$ cat config.mk
export PLATFORM = sky130hd
export DESIGN_NAME = edge_event_arbiter_flat
export DESIGN_NICKNAME = d
export VERILOG_FILES = /design/src/rtl/edge_event_arbiter_if.sv /design/src/rtl/edge_event_arbiter.sv /design/src/flat_wrapper.sv
export SDC_FILE = /design/constraint.sdc
export NUM_CORES = 1
export LEC_CHECK = 0
export BUFFER_PORTS_ARGS = -buffer_cell sky130_fd_sc_hd__buf_2
export CORE_MARGIN = 2
export CORE_UTILIZATION = 53
export DETAILED_ROUTE_END_ITERATION = 10
export PLACE_DENSITY = 0.92
export SLEW_MARGIN = 10
export SYNTH_ARGS = -nofsm -noshare
export SYNTH_HDL_FRONTEND = slang
export SYNTH_SLANG_ARGS = --single-unit
$ cat constraint.sdc
create_clock -name clk -period 3.4 [get_ports clk]
set_clock_uncertainty 0.1 [all_clocks]
set_input_delay 0.51 -clock clk [delete_from_list [all_inputs] [get_ports clk]]
set_output_delay 0.51 -clock clk [all_outputs]
set_load 0.01 [all_outputs]
$ cat src/rtl/edge_event_arbiter_if.sv
// Event offer handshake between edge_event_arbiter and its consumer.
// The arbiter drives the master side; the consumer drives only evt_ready.
interface edge_event_arbiter_if #(
    parameter int CW = 2
);
    logic          evt_valid;
    logic          evt_ready;
    logic [CW-1:0] evt_ch;
    logic          evt_type;

    modport master (output evt_valid, output evt_ch, output evt_type, input evt_ready);
    modport slave  (input evt_valid, input evt_ch, input evt_type, output evt_ready);
endinterface

$ cat src/rtl/edge_event_arbiter.sv
// Per-channel edge detector with one pending slot per channel and a round-robin
// offer FSM; lost events are flagged in sticky overflow bits.
module edge_event_arbiter #(
    parameter int N_CH = 4
) (
    input  logic                  clk,
    input  logic                  reset,
    input  logic [N_CH-1:0]       sig_in,
    input  logic [N_CH-1:0]       cfg_rise_en,
    input  logic [N_CH-1:0]       cfg_fall_en,
    input  logic                  ovf_clr,
    edge_event_arbiter_if.master  evt,
    output logic [N_CH-1:0]       pending,
    output logic [N_CH-1:0]       overflow
);
    localparam int CW = (N_CH > 1) ? $clog2(N_CH) : 1;

    localparam logic [0:0] ST_IDLE  = 1'b0;
    localparam logic [0:0] ST_OFFER = 1'b1;

    logic [0:0]      state_q, state_d;
    logic [N_CH-1:0] prev_q;
    logic [N_CH-1:0] pending_q, pending_d;
    logic [N_CH-1:0] ptype_q, ptype_d;
    logic [N_CH-1:0] overflow_q, overflow_d;
    logic [CW-1:0]   last_grant_q, last_grant_d;
    logic            evt_valid_q, evt_valid_d;
    logic [CW-1:0]   evt_ch_q, evt_ch_d;
    logic            evt_type_q, evt_type_d;

    logic [N_CH-1:0] rise, fall, qedge, acc_vec, ovf_set;
    logic            accept;
    logic            found;
    logic [CW-1:0]   win;
    logic [CW:0]     sum;

    assign rise   = sig_in & ~prev_q & cfg_rise_en;
    assign fall   = ~sig_in & prev_q & cfg_fall_en;
    assign qedge  = rise | fall;
    assign accept = evt_valid_q && evt.evt_ready;

    // Pending slots: an edge arriving while its own slot is being accepted refills it.
    always_comb begin
        pending_d = pending_q;
        ptype_d   = ptype_q;
        ovf_set   = '0;
        acc_vec   = '0;
        if (accept) acc_vec[evt_ch_q] = 1'b1;
        for (int unsigned i = 0; i < N_CH; i++) begin
            if (qedge[i]) begin
                if (!pending_q[i] || acc_vec[i]) begin
                    pending_d[i] = 1'b1;
                    ptype_d[i]   = rise[i];
                end else begin
                    ovf_set[i] = 1'b1;
                end
            end else if (acc_vec[i]) begin
                pending_d[i] = 1'b0;
            end
        end
        overflow_d = (ovf_clr ? '0 : overflow_q) | ovf_set;
    end

    // Round-robin search from last_grant+1 with explicit wrap (N_CH need not be a power of 2).
    always_comb begin
        found = 1'b0;
        win   = '0;
        sum   = '0;
        for (int unsigned off = 1; off <= N_CH; off++) begin
            sum = {1'b0, last_grant_q} + (CW+1)'(off);
            if (sum >= (CW+1)'(N_CH)) sum = sum - (CW+1)'(N_CH);
            if (!found && pending_q[sum[CW-1:0]]) begin
                found = 1'b1;
                win   = sum[CW-1:0];
            end
        end
    end

    always_comb begin
        state_d      = state_q;
        evt_valid_d  = evt_valid_q;
        evt_ch_d     = evt_ch_q;
        evt_type_d   = evt_type_q;
        last_grant_d = last_grant_q;
        case (state_q)
            ST_IDLE: begin
                if (found) begin
                    evt_valid_d = 1'b1;
                    evt_ch_d    = win;
                    evt_type_d  = ptype_q[win];
                    state_d     = ST_OFFER;
                end
            end
            ST_OFFER: begin
                if (accept) begin
                    evt_valid_d  = 1'b0;
                    last_grant_d = evt_ch_q;
                    state_d      = ST_IDLE;
                end
            end
            default: state_d = ST_IDLE;
        endcase
    end

    always_ff @(posedge clk) begin
        prev_q <= sig_in;
        if (reset) begin
            state_q      <= ST_IDLE;
            pending_q    <= '0;
            ptype_q      <= '0;
            overflow_q   <= '0;
            last_grant_q <= CW'(N_CH - 1);
            evt_valid_q  <= 1'b0;
            evt_ch_q     <= '0;
            evt_type_q   <= 1'b0;
        end else begin
            state_q      <= state_d;
            pending_q    <= pending_d;
            ptype_q      <= ptype_d;
            overflow_q   <= overflow_d;
            last_grant_q <= last_grant_d;
            evt_valid_q  <= evt_valid_d;
            evt_ch_q     <= evt_ch_d;
            evt_type_q   <= evt_type_d;
        end
    end

    assign evt.evt_valid = evt_valid_q;
    assign evt.evt_ch    = evt_ch_q;
    assign evt.evt_type  = evt_type_q;
    assign pending       = pending_q;
    assign overflow      = overflow_q;
endmodule

$ cat src/flat_wrapper.sv
// flat-port wrapper written by rule: the top's interface ports become plain ports
module edge_event_arbiter_flat 
#(
    parameter int N_CH = 4
)
  (clk, reset, sig_in, cfg_rise_en, cfg_fall_en, ovf_clr, pending, overflow, evt_evt_valid, evt_evt_ch, evt_evt_type, evt_evt_ready);
  edge_event_arbiter_if evt_i ();
  input  logic clk;
  input  logic reset;
  input  logic [N_CH-1:0] sig_in;
  input  logic [N_CH-1:0] cfg_rise_en;
  input  logic [N_CH-1:0] cfg_fall_en;
  input  logic ovf_clr;
  output logic [N_CH-1:0] pending;
  output logic [N_CH-1:0] overflow;
  output wire logic [$bits(evt_i.evt_valid)-1:0] evt_evt_valid;
  output wire logic [$bits(evt_i.evt_ch)-1:0] evt_evt_ch;
  output wire logic [$bits(evt_i.evt_type)-1:0] evt_evt_type;
  input wire logic [$bits(evt_i.evt_ready)-1:0] evt_evt_ready;
  assign evt_evt_valid = evt_i.evt_valid;
  assign evt_evt_ch = evt_i.evt_ch;
  assign evt_evt_type = evt_i.evt_type;
  assign evt_i.evt_ready = evt_evt_ready;
  edge_event_arbiter #(.N_CH(N_CH)) u_core (.clk(clk), .reset(reset), .sig_in(sig_in), .cfg_rise_en(cfg_rise_en), .cfg_fall_en(cfg_fall_en), .ovf_clr(ovf_clr), .evt(evt_i), .pending(pending), .overflow(overflow));
endmodule
==> results of run 1 <==
cells in the final DEF, fill, tap and decap left out:
| master | count |
|---|---|
| a21oi_1 | 14 |
| nor3_1 | 4 |
| a31oi_1 | 4 |
| nor2b_1 | 2 |
| buf_2 | 27 |
| or2_2 | 1 |
| clkbuf_4 | 3 |
| a2bb2oi_1 | 6 |
| inv_1 | 5 |
| nor4_1 | 1 |
| nand3_1 | 8 |
| nand2_1 | 10 |
| nand3b_1 | 1 |
| a211oi_1 | 1 |
| nor2_1 | 15 |
| o211ai_1 | 1 |
| a311oi_1 | 1 |
| or3_1 | 1 |
| o21ai_0 | 4 |
| or2b_1 | 2 |
| o221ai_1 | 1 |
| dfxtp_1 | 23 |
| clkbuf_1 | 1 |
| or2_0 | 1 |
| nand2b_1 | 4 |
| mux2i_1 | 3 |
| o41ai_1 | 1 |
| nor3_2 | 1 |
| a21boi_0 | 1 |
metrics by stage:
step	std cells	cell area, um^2	util, %	hold WS [ns]	worst slack (ns)
finish	172	1170	66.9	0.237	1.71
global route	172	1170	66.9	0.232	1.60
CTS	172	1170	66.9	0.235	1.73
detailed placement	168	1140	65.4	0.380	1.69
global placement	168	1140	65.4	0.375	1.73
floorplan	119	987	-	0.377	1.81
sequential cells by signal, indices dropped and copies added, names as in the netlist:
name and count:
u_core.overflow 4, u_core.pending 4, u_core.prev_q 4, u_core.ptype_q 4, u_core.evt.evt_ch 2, u_core.last_grant_q 2
u_core.evt.evt_type 1, u_core.evt.evt_valid 1, u_core.state_q 1
area by class of cell:
type | instances | area share [%]
multi-input cells | 88 | 42.4
repair buffers | 27 | 11.6
flip-flops and latches | 23 | 39.4
well taps | 25 | 2.68
clock buffers | 4 | 2.25
inverters | 5 | 1.61
worst reg2reg max path: cells and delay by family (launching register included):
kind | cells | cell delay (ns)
AND/OR/NAND/NOR | 4 | 0.91
flip-flops | 1 | 0.43
AO/OA/AOI/OAI | 1 | 0.17
kinds of logic (layout without fill, tap and decap cells):
group,after synthesis,count (layout),synth area share (%)
AOI/OAI and AO/OA,34,34,21.9
buffers and inverters,8,36,3.17
DFF,23,23,46.6
muxes,3,3,3.04
and+or+nand+nor,51,51,25.2
layer usage:
| metal | track usage [%] | share of wire [%] | vias up |
|---|---|---|---|
| li1 | - | - | 484 |
| met1 | 26.4 | 46 | 434 |
| met2 | 38.1 | 49 | 28 |
| met3 | 5.00 | 4.1 | 4 |
| met4 | 7.78 | 0.96 | 0 |
| met5 | 0 | 0 | - |
worst paths after layout:
kind / start / endpoint / slack (ns) / depth (start not counted)
hold reg to reg: u_core.overflow[1] / u_core.overflow[1] / 0.41 / 2
setup / recovery: u_core.pending[0] / u_core.evt.evt_type / 1.71 / 5
setup reg to reg: u_core.pending[0] / u_core.evt.evt_type / 1.71 / 5
hold / removal: sig_in[0] / u_core.prev_q[0] / 0.24 / 1
power breakdown:
group	switching, mW	total, mW	internal [mW]
registers	0.0208	0.309	0.288
logic	0.0544	0.100	0.0459
clock network	0.0794	0.125	0.0458
==> metrics.csv, run 1 <==
stage;metric;value;unit
global_route;global router's overall resource usage;21.9;%
detailed_routing;Routed WL;2180;um
flow_run;max cap viols;0;
synth;Post-Syn Area per Cell;8.30;um^2
sta;Final Max Slew Viols;0;
synth;Seq/Total Area, Yosys;46.6;%
clock_network;TritonCTS clock tree;built;
detailed_routing;WL per Instance;12.7;um
synth;distinct cell type count after synthesis;28;
synth;Post-Synthesis Cells;119;
detailed_routing;via count;950;
placement;# port buffers;27;
sta;RSZ-0062 raised after global routing;false;
clock_network;CTS H-tree depth;1;
global_route;pin count of the biggest net entering global routing;19;
global_route;initial antenna violation count;0;
critical_path;crit-path cells;or2_2, nor3_2, or2_0, or3_1, o221ai_1;
critical_path;CP bufs+invs;0;
critical_path;Setup CP Type;flip-flop to flip-flop;
cells_and_area;Filler cells;154;
critical_path;slowest CP cell;dfxtp_1;
detailed_routing;Via density;5.52;
synth;Post-synth EDFFs;0;
detailed_routing;DRT Pass-1 Iters;4;
critical_path;startpoint types;flip-flop;
sta;Final Setup Violations;0;
sta;Tcrit/Tclk final;49.6;%
synth;Netlist Area Pre-Place;987;um^2
floorplan;Die Y;47.2;um
sta;final setup TNS;0;ns
global_route;first-pass GRT wire length;3470;um
cells_and_area;area delta synth->final;18.3;%
floorplan;Rows;15;
synth;Ys Warns;0;
sta;worst-margin pin slew;0.510;ns
clock_network;hold buffer count at CTS;0;
sta;Worst slew margin;65.6;%
cells_and_area;post-layout net count;164;
sta;Final Hold Vio Count;0;
clock_network;Post-CTS Setup Bufs;0;
floorplan;I/O Pins;28;
floorplan;Starting Density;56.6;%
worst_hold_path;Hold WC Path Type;input pin to flip-flop;
power_and_ir_drop;total power;534;uW
detailed_routing;initial detailed-routing violation count;14;
synth;ranking of synthesized cells by area;dfxtp_1, a21oi_1, nor2_1;
critical_path;Critical Path RT;3.54;ns
cells_and_area;area taken by multi-input logic gates;495;um^2
placement;RePlAce Congestion;0.905;
critical_path;Crit path max-delay family;simple AND/OR/NAND/NOR gates;
status;status;finished clean;
placement;dpl hpwl;1730;um
power_and_ir_drop;Cell Pwr Density;458;nW/um^2
synth;most instantiated cells after synthesis;dfxtp_1, nor2_1, a21oi_1;
synth;ys async rst share;0;%
synth;Synth area leader;dfxtp_1;
synth;Most used DFF post-synth;dfxtp_1;
global_route;grt ovf;0;
clock_network;clock slew seen by the registers of the worst setup and hold paths;0.12;ns
critical_path;Largest stage delay, worst path;0.43;ns
clock_network;clock tree buffer depth;2;
critical_path;Worst Path Arrival;1.82;ns
floorplan;Die X;47.2;um
clock_network;Worst-Skew Late Latency;0.31;ns
cells_and_area;register area;460;um^2
clock_network;cts repair resizes;0;
clock_network;Root Driver;clkbuf_4;
clock_network;Num CTS Buffers;3;
cells_and_area;ant diodes;0;
power_and_ir_drop;Peak VDD IR;295;uV
detailed_routing;Post-DRT Antenna Nets;0;
synth;most frequent cell after synthesis;dfxtp_1;
sta;fin crit period;1.69;ns
global_route;vias in the first global route;836;
power_and_ir_drop;leakage;0.519;nW
critical_path;Critical Path End Type;flip-flop;
floorplan;Core Box Area;1750;um^2
sta;Fmax achieved;593;MHz
floorplan;DIE AREA;2220;um^2
synth;synthesis-stage register bit count;23;
detailed_routing;DRC;0;
synth;post-synth top area share;46.6;%
cells_and_area;share of layout cells above drive strength 1;21.8;%
critical_path;Crit Path Max Fanout;6;
synth;synthesized net count;135;
clock_network;clk sinks;23;
No activity file was read; power rests on OpenSTA's default activity.
==> run 2, diff against run 1 <==
- CORE_UTILIZATION: 53 -> 45
- PLACE_DENSITY: 0.92 -> 0.84
- clock period: 3.4 -> 1.4 ns (I/O delays scaled with it)
==> metrics.csv, run 2 (synthesized netlist as in run 1, its figures left out) <==
stage;metric;value;unit;change
status;status;finished with violations;;was finished clean
status;failing checks;setup timing;;
critical_path;Critical Path RT;1.54;ns;was 3.54 ns
sta;Final Max Slew Viols;0;;unchanged
global_route;grt ovf;0;;unchanged
critical_path;startpoint types;flip-flop;;unchanged
cells_and_area;ant diodes;0;;unchanged
power_and_ir_drop;Sw Pwr;425;uW;was 155 uW
flow_run;max cap viols;0;;unchanged
detailed_routing;initial detailed-routing violation count;33;;was 14
clock_network;clk sinks;23;;unchanged
sta;Fmax achieved;647;MHz;was 593 MHz
clock_network;Worst-Skew Late Latency;0.31;ns;about the same
clock_network;Root Driver;clkbuf_4;;unchanged
clock_network;clock slew seen by the registers of the worst setup and hold paths;0.12;ns;about the same
global_route;global router's overall resource usage;21.1;%;was 21.9%
floorplan;Die Y;50.8;um;was 47.2 um
placement;RePlAce Congestion;0.908;;was 0.905
cells_and_area;Filler cells;170;;was 154
sta;Final Setup Violations;2;;was 0
detailed_routing;Routed WL;2750;um;was 2180 um
placement;Inst Count DP;183;;was 168
detailed_routing;DRT Pass-1 Iters;4;;unchanged
detailed_routing;Via density;5.56;;was 5.52
floorplan;Core Box Area;2020;um^2;was 1750 um^2
critical_path;Setup CP Type;flip-flop to flip-flop;;unchanged
cells_and_area;post-layout net count;182;;was 164
global_route;vias in the first global route;962;;was 836
detailed_routing;Post-DRT Antenna Nets;0;;unchanged
sta;RSZ-0062 raised after global routing;true;;was false
worst_hold_path;Hold WC Path Type;input pin to flip-flop;;unchanged
clock_network;Num CTS Buffers;3;;unchanged
detailed_routing;DRC;0;;unchanged
power_and_ir_drop;leakage;0.629;nW;was 0.519 nW
global_route;first-pass GRT wire length;4110;um;was 3470 um
cells_and_area;most frequent cells in the layout;buf_2, dfxtp_1, nor2_1, a21oi_1, buf_4;;was buf_2, dfxtp_1, nor2_1, a21oi_1, nand2_1
power_and_ir_drop;switching share of power;29.8;%;was 28.9%
global_route;pin count of the biggest net entering global routing;19;;unchanged
detailed_routing;WL per Instance;14.3;um;was 12.7 um
floorplan;I/O Pins;28;;unchanged
sta;Worst slew margin;75.7;%;was 65.6%
critical_path;crit-path cells;or2b_1, nor2_2, a311oi_2, or3_1, o221ai_1;;was or2_2, nor3_2, or2_0, or3_1, o221ai_1
sta;setup ws final;-0.146;ns;was 1.71 ns
floorplan;DIE AREA;2580;um^2;was 2220 um^2
power_and_ir_drop;Clock power frac;21.5;%;was 23.4%
critical_path;Worst Path Arrival;1.69;ns;was 1.82 ns
critical_path;Crit path max-delay family;simple AND/OR/NAND/NOR gates;;unchanged
power_and_ir_drop;Cell Pwr Density;1020;nW/um^2;was 458 nW/um^2
sta;hold_ws;0.120;ns;was 0.237 ns
placement;# port buffers;27;;unchanged
critical_path;Largest stage delay, worst path;0.38;ns;was 0.43 ns
global_route;initial antenna violation count;0;;unchanged
sta;fin crit period;1.55;ns;was 1.69 ns
critical_path;Critical Path End Type;flip-flop;;unchanged
clock_network;CTS H-tree depth;1;;unchanged
cells_and_area;post-route cell area;1400;um^2;was 1170 um^2
placement;DP Worst Slack;-0.257;ns;was 1.69 ns
critical_path;Crit Path Max Fanout;4;;was 6
floorplan;Rows;16;;was 15
sta;Tcrit/Tclk final;110;%;was 49.6%
critical_path;CP bufs+invs;0;;unchanged
sta;worst-margin pin slew;0.362;ns;was 0.510 ns
clock_network;TritonCTS clock tree;built;;unchanged
floorplan;Die X;50.8;um;was 47.2 um
power_and_ir_drop;Peak VDD IR;615;uV;was 295 uV
power_and_ir_drop;Pint;1.00;mW;was 380 uW
sta;Final Hold Vio Count;0;;unchanged
clock_network;clock tree buffer depth;2;;unchanged
cells_and_area;fin cells;192;;was 172
placement;dpl hpwl;1880;um;was 1730 um
critical_path;slowest CP cell;dfxtp_4;;was dfxtp_1
cells_and_area;share of layout cells above drive strength 1;37.0;%;was 21.8%
cells_and_area;commonest non-fill, non-tap cell in the layout;buf_2;;unchanged
power_and_ir_drop;Comb pwr share;26.0;%;was 18.8%
placement;Placement Cell Area;1250;um^2;was 1140 um^2
floorplan;Starting Density;48.8;%;was 56.6%
power_and_ir_drop;part of the power in registers;52.5;%;was 57.8%
cells_and_area;area delta synth->final;42.0;%;was 18.3%
detailed_routing;via count;1068;;was 950
[run 2: routing by layer]
metal,track usage [%],routed length [um]
met5,0,0
met4,9.46,52
met3,3.51,143
met2,37.3,1410
met1,25.0,1150
[run 2: repair_timing]
item / 4_1_cts / 5_1_grt
gates resized for setup: 6 / 16
endpoints found under the hold margin: 4 / 0
setup buffers: 2 / 1
setup endpoints to repair: 3 / 8
cloned: 0 / 0
pin swaps: 3 / 6
hold buffers: 4 / 0
[run 2: path summary, 6_finish.rpt]
path | start | to | slack, ns | cells past startpoint
setup / recovery | u_core.pending[1] | u_core.evt.evt_type | -0.15 | 5
hold / removal | evt_evt_ready | u_core.evt.evt_valid | 0.12 | 4
setup reg to reg | u_core.pending[1] | u_core.evt.evt_type | -0.15 | 5
hold reg to reg | u_core.last_grant_q[0] | u_core.last_grant_q[0] | 0.41 | 2
[run 2: area by class of cell]
cell class / instances / area [um^2] / share of cell area, %
Tap cell: 27 / 33.8 / 2.41
Clock buffer: 4 / 26.3 / 1.88
Sequential cell: 23 / 474 / 33.8
Multi-Input combinational cell: 88 / 561 / 40.0
Timing Repair Buffer: 45 / 288 / 20.5
Inverter: 5 / 18.8 / 1.34
[run 2: power groups by stage]
stage | clock network (mW) | logic (mW) | registers, mW
final | 0.307 | 0.371 | 0.750
after detailed placement | 0 | 0.305 | 0.757
after global placement | 0 | 0.296 | 0.754
after CTS | 0.316 | 0.320 | 0.742
after global routing | 0.348 | 0.400 | 0.754
after floorplan | 0 | 0.158 | 0.765
[run 2: metrics by stage]
stage	setup TNS, ns	power (mW)	utilization, %
floorplan	-0.100	0.923	-
global placement	-0.205	1.05	62.0
detailed placement	-0.317	1.06	62.0
CTS	-0.205	1.38	66.5
global route	-0.454	1.50	69.3
finish	-0.236	1.43	69.3
[run 2: worst register-to-register path, stage by stage, from the launching register on]
cell and delay (ns):
dfxtp_4 0.38, or2b_1 0.26, nor2_2 0.15, a311oi_2 0.09, or3_1 0.34, o221ai_1 0.17
